===== src/rtl/cabac_ctx_bank_if.sv =====
// Port bundle for the CABAC context bank: init control, initValue ROM and decoder access.
interface cabac_ctx_bank_if #(parameter int IDX_W = 6);
  logic             i_init_start;
  logic [5:0]       i_slice_qp;
  logic [1:0]       i_slice_type;
  logic             i_init_flag;
  logic [IDX_W+1:0] o_rom_addr;
  logic [7:0]       i_rom_data;
  logic             o_init_busy;
  logic             o_init_done;
  logic [IDX_W-1:0] i_rd_idx;
  logic [6:0]       o_rd_state;
  logic             i_wr_en;
  logic [IDX_W-1:0] i_wr_idx;
  logic [6:0]       i_wr_state;
  logic             i_save;
  logic             i_restore;

  modport master (
    output i_init_start, i_slice_qp, i_slice_type, i_init_flag, i_rom_data,
           i_rd_idx, i_wr_en, i_wr_idx, i_wr_state, i_save, i_restore,
    input  o_rom_addr, o_init_busy, o_init_done, o_rd_state
  );

  modport slave (
    input  i_init_start, i_slice_qp, i_slice_type, i_init_flag, i_rom_data,
           i_rd_idx, i_wr_en, i_wr_idx, i_wr_state, i_save, i_restore,
    output o_rom_addr, o_init_busy, o_init_done, o_rd_state
  );
endinterface


===== src/rtl/cabac_ctx_bank.sv =====
// CABAC context-model store: streaming init from initValue ROM plus a shadow snapshot bank.
//   state | meaning
//   IDLE  | waiting for init_start; decoder access enabled
//   RUN   | issuing ROM addresses 0..CTX_COUNT-1, one per cycle
//   DRAIN | two cycles letting the last pipeline entries reach the bank
module cabac_ctx_bank #(
  parameter int CTX_COUNT = 42,
  parameter int IDX_W     = 6
) (
  input logic             clk,
  input logic             rst,
  cabac_ctx_bank_if.slave bus
);
  typedef enum logic [1:0] {IDLE, RUN, DRAIN} state_t;

  localparam logic [1:0]       I_SLICE  = 2'd2;
  localparam logic [IDX_W-1:0] LAST_IDX = IDX_W'(CTX_COUNT - 1);
  localparam logic [IDX_W:0]   CTX_LIM  = (IDX_W+1)'(CTX_COUNT);

  state_t           state_q, state_d;
  logic [IDX_W-1:0] idx_q, idx_d;
  logic [1:0]       type_q, type_d;
  logic [5:0]       qpc_q, qpc_d;
  logic             drain_q, drain_d;
  logic             done_q, done_d;
  logic             issue, start, busy;

  logic             v1, v2;
  logic [IDX_W-1:0] idx1, idx2;
  logic [7:0]       iv1;
  logic signed [6:0]  m1;
  logic signed [7:0]  n1, n2;
  logic signed [12:0] m_ext, q_ext, prod_d, prod2;
  logic signed [9:0]  p2, sum2;
  logic [6:0]       pre, init_state;

  logic [6:0] live   [CTX_COUNT];
  logic [6:0] shadow [CTX_COUNT];
  logic       wr_ok;

  assign start = bus.i_init_start;
  assign busy  = (state_q != IDLE);

  always_ff @(posedge clk or negedge rst) begin
    if (!rst) begin
      state_q <= IDLE;
      idx_q   <= '0;
      type_q  <= '0;
      qpc_q   <= '0;
      drain_q <= 1'b0;
      done_q  <= 1'b0;
    end else begin
      state_q <= state_d;
      idx_q   <= idx_d;
      type_q  <= type_d;
      qpc_q   <= qpc_d;
      drain_q <= drain_d;
      done_q  <= done_d;
    end
  end

  // A start pulse always wins, including mid-init where it restarts from index 0.
  always_comb begin
    state_d = state_q;
    idx_d   = idx_q;
    type_d  = type_q;
    qpc_d   = qpc_q;
    drain_d = drain_q;
    done_d  = done_q;
    issue   = 1'b0;
    if (start) begin
      state_d = RUN;
      idx_d   = '0;
      type_d  = (bus.i_slice_type == I_SLICE) ? 2'd0 : (bus.i_init_flag ? 2'd2 : 2'd1);
      qpc_d   = (bus.i_slice_qp > 6'd51) ? 6'd51 : bus.i_slice_qp;
      done_d  = 1'b0;
    end else begin
      case (state_q)
        RUN: begin
          issue = 1'b1;
          if (idx_q == LAST_IDX) begin
            state_d = DRAIN;
            drain_d = 1'b1;
          end else begin
            idx_d = idx_q + 1'b1;
          end
        end
        DRAIN: begin
          if (drain_q == 1'b0) begin
            state_d = IDLE;
            done_d  = 1'b1;
          end else begin
            drain_d = drain_q - 1'b1;
          end
        end
        default: ;
      endcase
    end
  end

  assign m1     = 7'({3'b000, iv1[7:4]} * 7'd5) - 7'd45;
  assign n1     = {1'b0, iv1[3:0], 3'b000} - 8'd16;
  assign m_ext  = {{6{m1[6]}}, m1};
  assign q_ext  = {7'b0, qpc_q};
  assign prod_d = m_ext * q_ext;

  always_ff @(posedge clk or negedge rst) begin
    if (!rst) begin
      v1    <= 1'b0;
      v2    <= 1'b0;
      idx1  <= '0;
      idx2  <= '0;
      iv1   <= '0;
      prod2 <= '0;
      n2    <= '0;
    end else begin
      v1    <= issue;
      v2    <= v1 && !start;
      idx1  <= idx_q;
      idx2  <= idx1;
      iv1   <= bus.i_rom_data;
      prod2 <= prod_d;
      n2    <= n1;
    end
  end

  // Product fits 13b; after the floor shift it fits 10b with room for the offset.
  assign p2   = 10'(prod2 >>> 4);
  assign sum2 = p2 + {{2{n2[7]}}, n2};
  assign pre  = (sum2 < 10'sd1) ? 7'd1 : (sum2 > 10'sd126) ? 7'd126 : sum2[6:0];
  assign init_state = pre[6] ? {pre[5:0], 1'b1} : {~pre[5:0], 1'b0};

  assign wr_ok = bus.i_wr_en && ({1'b0, bus.i_wr_idx} < CTX_LIM);

  always_ff @(posedge clk or negedge rst) begin
    if (!rst) begin
      for (int i = 0; i < CTX_COUNT; i++) begin
        live[i]   <= '0;
        shadow[i] <= '0;
      end
    end else if (!start) begin
      if (busy) begin
        if (v2) live[idx2] <= init_state;
      end else if (bus.i_restore) begin
        live <= shadow;
      end else begin
        if (bus.i_save) shadow <= live;
        // Same-cycle save sees the value being written.
        if (wr_ok) begin
          live[bus.i_wr_idx] <= bus.i_wr_state;
          if (bus.i_save) shadow[bus.i_wr_idx] <= bus.i_wr_state;
        end
      end
    end
  end

  assign bus.o_rom_addr  = {type_q, idx_q};
  assign bus.o_init_busy = busy;
  assign bus.o_init_done = done_q;
  assign bus.o_rd_state  = ({1'b0, bus.i_rd_idx} < CTX_LIM) ? live[bus.i_rd_idx] : 7'd0;
endmodule

===== src/flat_wrapper.sv =====
// flat-port wrapper written by rule: the top's interface ports become plain ports
module cabac_ctx_bank_flat 
#(
  parameter int CTX_COUNT = 42,
  parameter int IDX_W     = 6
)
  (clk, rst, bus_i_init_start, bus_i_slice_qp, bus_i_slice_type, bus_i_init_flag, bus_i_rom_data, bus_i_rd_idx, bus_i_wr_en, bus_i_wr_idx, bus_i_wr_state, bus_i_save, bus_i_restore, bus_o_rom_addr, bus_o_init_busy, bus_o_init_done, bus_o_rd_state);
  cabac_ctx_bank_if #(.IDX_W(IDX_W)) bus_i ();
  input logic clk;
  input logic rst;
  input wire logic [$bits(bus_i.i_init_start)-1:0] bus_i_init_start;
  input wire logic [$bits(bus_i.i_slice_qp)-1:0] bus_i_slice_qp;
  input wire logic [$bits(bus_i.i_slice_type)-1:0] bus_i_slice_type;
  input wire logic [$bits(bus_i.i_init_flag)-1:0] bus_i_init_flag;
  input wire logic [$bits(bus_i.i_rom_data)-1:0] bus_i_rom_data;
  input wire logic [$bits(bus_i.i_rd_idx)-1:0] bus_i_rd_idx;
  input wire logic [$bits(bus_i.i_wr_en)-1:0] bus_i_wr_en;
  input wire logic [$bits(bus_i.i_wr_idx)-1:0] bus_i_wr_idx;
  input wire logic [$bits(bus_i.i_wr_state)-1:0] bus_i_wr_state;
  input wire logic [$bits(bus_i.i_save)-1:0] bus_i_save;
  input wire logic [$bits(bus_i.i_restore)-1:0] bus_i_restore;
  output wire logic [$bits(bus_i.o_rom_addr)-1:0] bus_o_rom_addr;
  output wire logic [$bits(bus_i.o_init_busy)-1:0] bus_o_init_busy;
  output wire logic [$bits(bus_i.o_init_done)-1:0] bus_o_init_done;
  output wire logic [$bits(bus_i.o_rd_state)-1:0] bus_o_rd_state;
  assign bus_i.i_init_start = bus_i_init_start;
  assign bus_i.i_slice_qp = bus_i_slice_qp;
  assign bus_i.i_slice_type = bus_i_slice_type;
  assign bus_i.i_init_flag = bus_i_init_flag;
  assign bus_i.i_rom_data = bus_i_rom_data;
  assign bus_i.i_rd_idx = bus_i_rd_idx;
  assign bus_i.i_wr_en = bus_i_wr_en;
  assign bus_i.i_wr_idx = bus_i_wr_idx;
  assign bus_i.i_wr_state = bus_i_wr_state;
  assign bus_i.i_save = bus_i_save;
  assign bus_i.i_restore = bus_i_restore;
  assign bus_o_rom_addr = bus_i.o_rom_addr;
  assign bus_o_init_busy = bus_i.o_init_busy;
  assign bus_o_init_done = bus_i.o_init_done;
  assign bus_o_rd_state = bus_i.o_rd_state;
  cabac_ctx_bank #(.CTX_COUNT(CTX_COUNT), .IDX_W(IDX_W)) u_core (.clk(clk), .rst(rst), .bus(bus_i));
endmodule

===== config.mk =====
export PLATFORM = sky130hd
export DESIGN_NAME = cabac_ctx_bank_flat
export DESIGN_NICKNAME = d
export VERILOG_FILES = /design/src/rtl/cabac_ctx_bank_if.sv /design/src/rtl/cabac_ctx_bank.sv /design/src/flat_wrapper.sv
export SDC_FILE = /design/constraint.sdc
export NUM_CORES = 2
export LEC_CHECK = 0
export CAP_MARGIN = 20
export CORE_ASPECT_RATIO = 0.9
export CORE_MARGIN = 4
export CORE_UTILIZATION = 40
export DETAILED_ROUTE_END_ITERATION = 16
export GPL_TIMING_DRIVEN = 0
export SLEW_MARGIN = 20
export SYNTH_ARGS = -nofsm -noshare
export SYNTH_HDL_FRONTEND = slang
export SYNTH_SLANG_ARGS = --single-unit

===== constraint.sdc =====
create_clock -name clk -period 8.2 [get_ports clk]
set_input_delay 1.23 -clock clk [delete_from_list [all_inputs] [get_ports clk]]
set_output_delay 1.23 -clock clk [all_outputs]
set_load 0.05 [all_outputs]

==> out/qor.yml <==
sta:
  setup_tns_ns: 0
  tightestPinTransition_ns: 1.29
  slew_headroom_pct: 14.0
  min_period_ns: 7.13
  final-setup-viol-count: 0
  clock_skew_ns: 0.0432
  timing.fmax_ghz: 0.140
  rsz0062_at_grt: "no"
  fin_crit_sh_pct: 86.9
  timing.final.hold_violations: 0
  drv_slew: 0
synthesis:
  synthCells: 3936
  async_reset_ff_share_pct: 100
  synth.area.top_cells: "dfrtp_1 (44%), nand2_1 (6.8%), a22o_1 (5.2%)"
  yosysSeqAreaShare_pct: 44.1
  synth_edf_count: 0
  ys.flop_type: "dfrtp_1"
  avgSynthCellArea_um2: 9.26
  synth_fp_nets: 4049
  synth-seq-cells: 642
  synth_top_area_share_pct: 44.1
  yosys.cell_types.count: 64
  yosys_warnings: 0
  synth_top_cell_by_area: "dfrtp_1"
  syn_area_um2: 36500
global_routing:
  grtUsageMet1_pct: 47.7
  busiest_layer: "met2"
  gr-total-overflow: 0
  antenna_found_initial: 10
  grt.met3_usage_pct: 11.3
  grt_pass1_wl_mm: 247
  grt_max_degree: 92
  grt_use_total_pct: 35.2
  grt_pass1_vias: 34000
  use_met2_pct: 49.9
clock_network:
  htree_levels: 3
  tritoncts: "built"
  cts_hold_buf: 0
  cts_buffers: 74
  clkTransAtPathRegs_ns: 0.05
  ctsResizeCount: 0
  clock-root-buffer: "clkbuf_16"
  postCtsSetupRepairBufs: 0
  clock_latency_ns: 0.66
  cts_buffer_depth: 3
  clock-sinks: 642
die:
  die_w_um: 326
  start_util_pct: 40.5
  die_h_um: 294
  num_rows: 104
  dieArea_um2: 96000
  coreArea_um2: 89900
  pin_count: 59
setup_path:
  path_class: "input pin to output pin"
  cp_max_fo: 10
  crit_end: "bus_o_rd_state[5]"
  crit_family: "buffers and inverters"
  r2r-end: "u_core.prod2[12]"
  slowest_delay_ns: 0.74
  r2r_cells: 20
  end_kind: "output pin"
  critical_path.startpoint: "bus_i_rd_idx[0]"
  crit_chain: "clkdlybuf4s50_1 > buf_2 > buf_2 > buf_2 > mux2i_1 > o221ai_1 > a211oi_1 > a211oi_1 > a21o_1 > clkdlybuf4s50_1"
  slowest_stage: "clkdlybuf4s50_1"
  cp_num_buf_inv: 5
  crit_arrival_ns: 5.90
  critical_path.most_common_cell: "buf_2"
  rrSetupSlack_ns: 1.82
  start_kind: "input pin"
  r2r_start: "u_core.iv1[5]"
  critical_path_depth: 10
  cp.required_ns: 6.97
routing:
  drt_wl_total_mm: 172
  post_drt_via_cell_ratio: 6.66
  drc: 0
  drt_iter0_drc: 5108
  wire_per_inst_um: 32.1
  dr.pass1.iters: 8
  detail-route-antenna-nets: 0
  route.vias.total: 35600
power:
  swShare_pct: 35.2
  power.switching_uw: 3500
  irDropWorstVdd_uv: 343
  p_clk_share_pct: 36.3
  p_per_area_nw_per_um2: 240
  internal_power_uw: 6430
  combPwrFrac_pct: 27.0
  p_leak_uw: 0.0169
  p_seq_share_pct: 36.6
placed_design:
  hpwl_mm: 123
  placed_area_um2: 38800
  place.gp.congestion: 1.06
  portBuffers: 50
cells_and_area:
  synthToLayoutAreaGrowth_pct: 13.5
  fin_area_um2: 41400
  drive_gt1_share_pct: 7.97
  n_fill_cell: 8716
  fin_nets: 4188
status:
  status: "finished, final reports clean"
min_path:
  hold_path.class: "flip-flop to flip-flop"
run:
  drv_cap: 0
[cells in the mapped netlist (10+ instances only)]
library cell and count:
a21o_1 36, a21oi_1 96, a221oi_1 149, a22o_1 215
a22oi_1 177, and2_1 27, and3_1 14, buf_1 21
buf_2 65, clkbuf_1 297, dfrtp_1 642, fa_1 27
ha_1 44, inv_1 51, mux2i_1 81, mux4_2 63
nand2_1 663, nand3_1 34, nand3b_1 10, nor2_1 488
nor2b_1 23, nor3_1 20, nor3_2 15, o211ai_1 30
o21a_1 14, o21ai_0 154, o21ai_1 13, o221ai_1 212
o22ai_1 67, o31ai_1 45, or2_2 10, or3_1 31
xnor2_1 20, xor2_1 15
[flip-flops by register name (all words and copies together), names as in the netlist]
| register | flops |
|---|---|
| u_core.qpc_q | 6 |
| u_core.n2 | 5 |
| u_core.live | 294 |
| u_core.drain_q | 1 |
| u_core.type_q | 2 |
| u_core.idx2 | 6 |
| u_core.v1 | 1 |
| u_core.v2 | 1 |
| u_core.idx_q | 6 |
| u_core.shadow | 294 |
| u_core.bus.o_init_done | 1 |
| u_core.idx1 | 6 |
| u_core.state_q | 2 |
| u_core.iv1 | 8 |
| u_core.prod2 | 9 |
[cell type report]
class	instances	area, um2	share of cell area (%)
clock inverters	18	360	0.871
inverters	53	199	0.481
multi-input cells	2857	18700	45.2
diodes	5	12.5	0.0302
flip-flops and latches	642	16100	38.8
well taps	1219	1530	3.69
clock buffers	113	2210	5.34
plain buffers	384	1560	3.77
repair buffers	63	747	1.80
[logic make-up after synthesis]
family	share of synthesized area (%)
simple gates	15.8
compound gates	25.4
flops	44.1
buf+inv	4.73
mux	6.18
fa+ha+maj	2.99
xor+xnor	0.841
[stage by stage]
step | hold WS, ns | total power, uW | cells | worst slack [ns] | util, %
3_3_place_gp | 0.333 | 6250 | 5205 | -24.75 | 42.8
2_1_floorplan | 0.331 | 5240 | 3936 | 2.28 | -
4_1_cts | 0.348 | 9860 | 5349 | 1.27 | 46.0
5_1_grt | 0.351 | 10300 | 5350 | 1.09 | 46.0
6_report | 0.347 | 9920 | 5354 | 1.07 | 46.0
3_5_place_dp | 0.335 | 6280 | 5218 | 1.26 | 43.1
[how the worst min path moves through the flow]
stage,start,to,slack [ns],depth (start not counted)
global route,u_core.idx1[4],u_core.idx2[4],0.35,0
CTS,u_core.idx1[5],u_core.idx2[5],0.35,0
detailed placement,u_core.idx1[5],u_core.idx2[5],0.33,0
finish,u_core.idx1[4],u_core.idx2[4],0.35,0
global placement,u_core.idx1[4],u_core.idx2[4],0.33,0
floorplan,u_core.idx1[0],u_core.idx2[0],0.33,0
[power by group through the flow]
stage          Combinational (uW)  Sequential (uW)  Clock, uW
2_1_floorplan                1620             3610          0
3_3_place_gp                 2570             3690          0
5_1_grt                      2880             3660       3740
3_5_place_dp                 2600             3680          0
4_1_cts                      2610             3620       3620
6_report                     2680             3630       3600
[cells in the final DEF (no fill, tap or decap), types with 45 or more instances in the layout]
cell	netlist	routed
a22o_1	215	215
buf_2	65	68
nor2_1	488	488
clkbuf_16	0	76
o221ai_1	212	212
o21ai_0	154	153
mux4_2	63	63
o22ai_1	67	67
inv_1	51	51
clkdlybuf4s50_1	0	49
nand2_1	663	663
a21oi_1	96	96
a221oi_1	149	149
o31ai_1	45	45
a22oi_1	177	177
dfrtp_1	642	642
mux2i_1	81	81
clkbuf_1	297	290
[per-layer routing]
| metal | vias up | wire length [um] |
|---|---|---|
| li1 | 14900 | - |
| met1 | 17800 | 68300 |
| met2 | 2463 | 70300 |
| met3 | 523 | 21700 |
| met4 | 4 | 11400 |
| met5 | - | 27 |
[worst reg2reg max path: cells and delay by family, from the launching register on]
family / cells / cell delay, ns
XOR/XNOR: 2 / 0.61
AND/OR/NAND/NOR: 2 / 0.38
adder cells (fa/ha/maj): 8 / 3.04
AO/OA/AOI/OAI: 5 / 1.59
flip-flops: 1 / 0.44
buffers and inverters: 3 / 0.20
(Power assumes the default switching activity.)
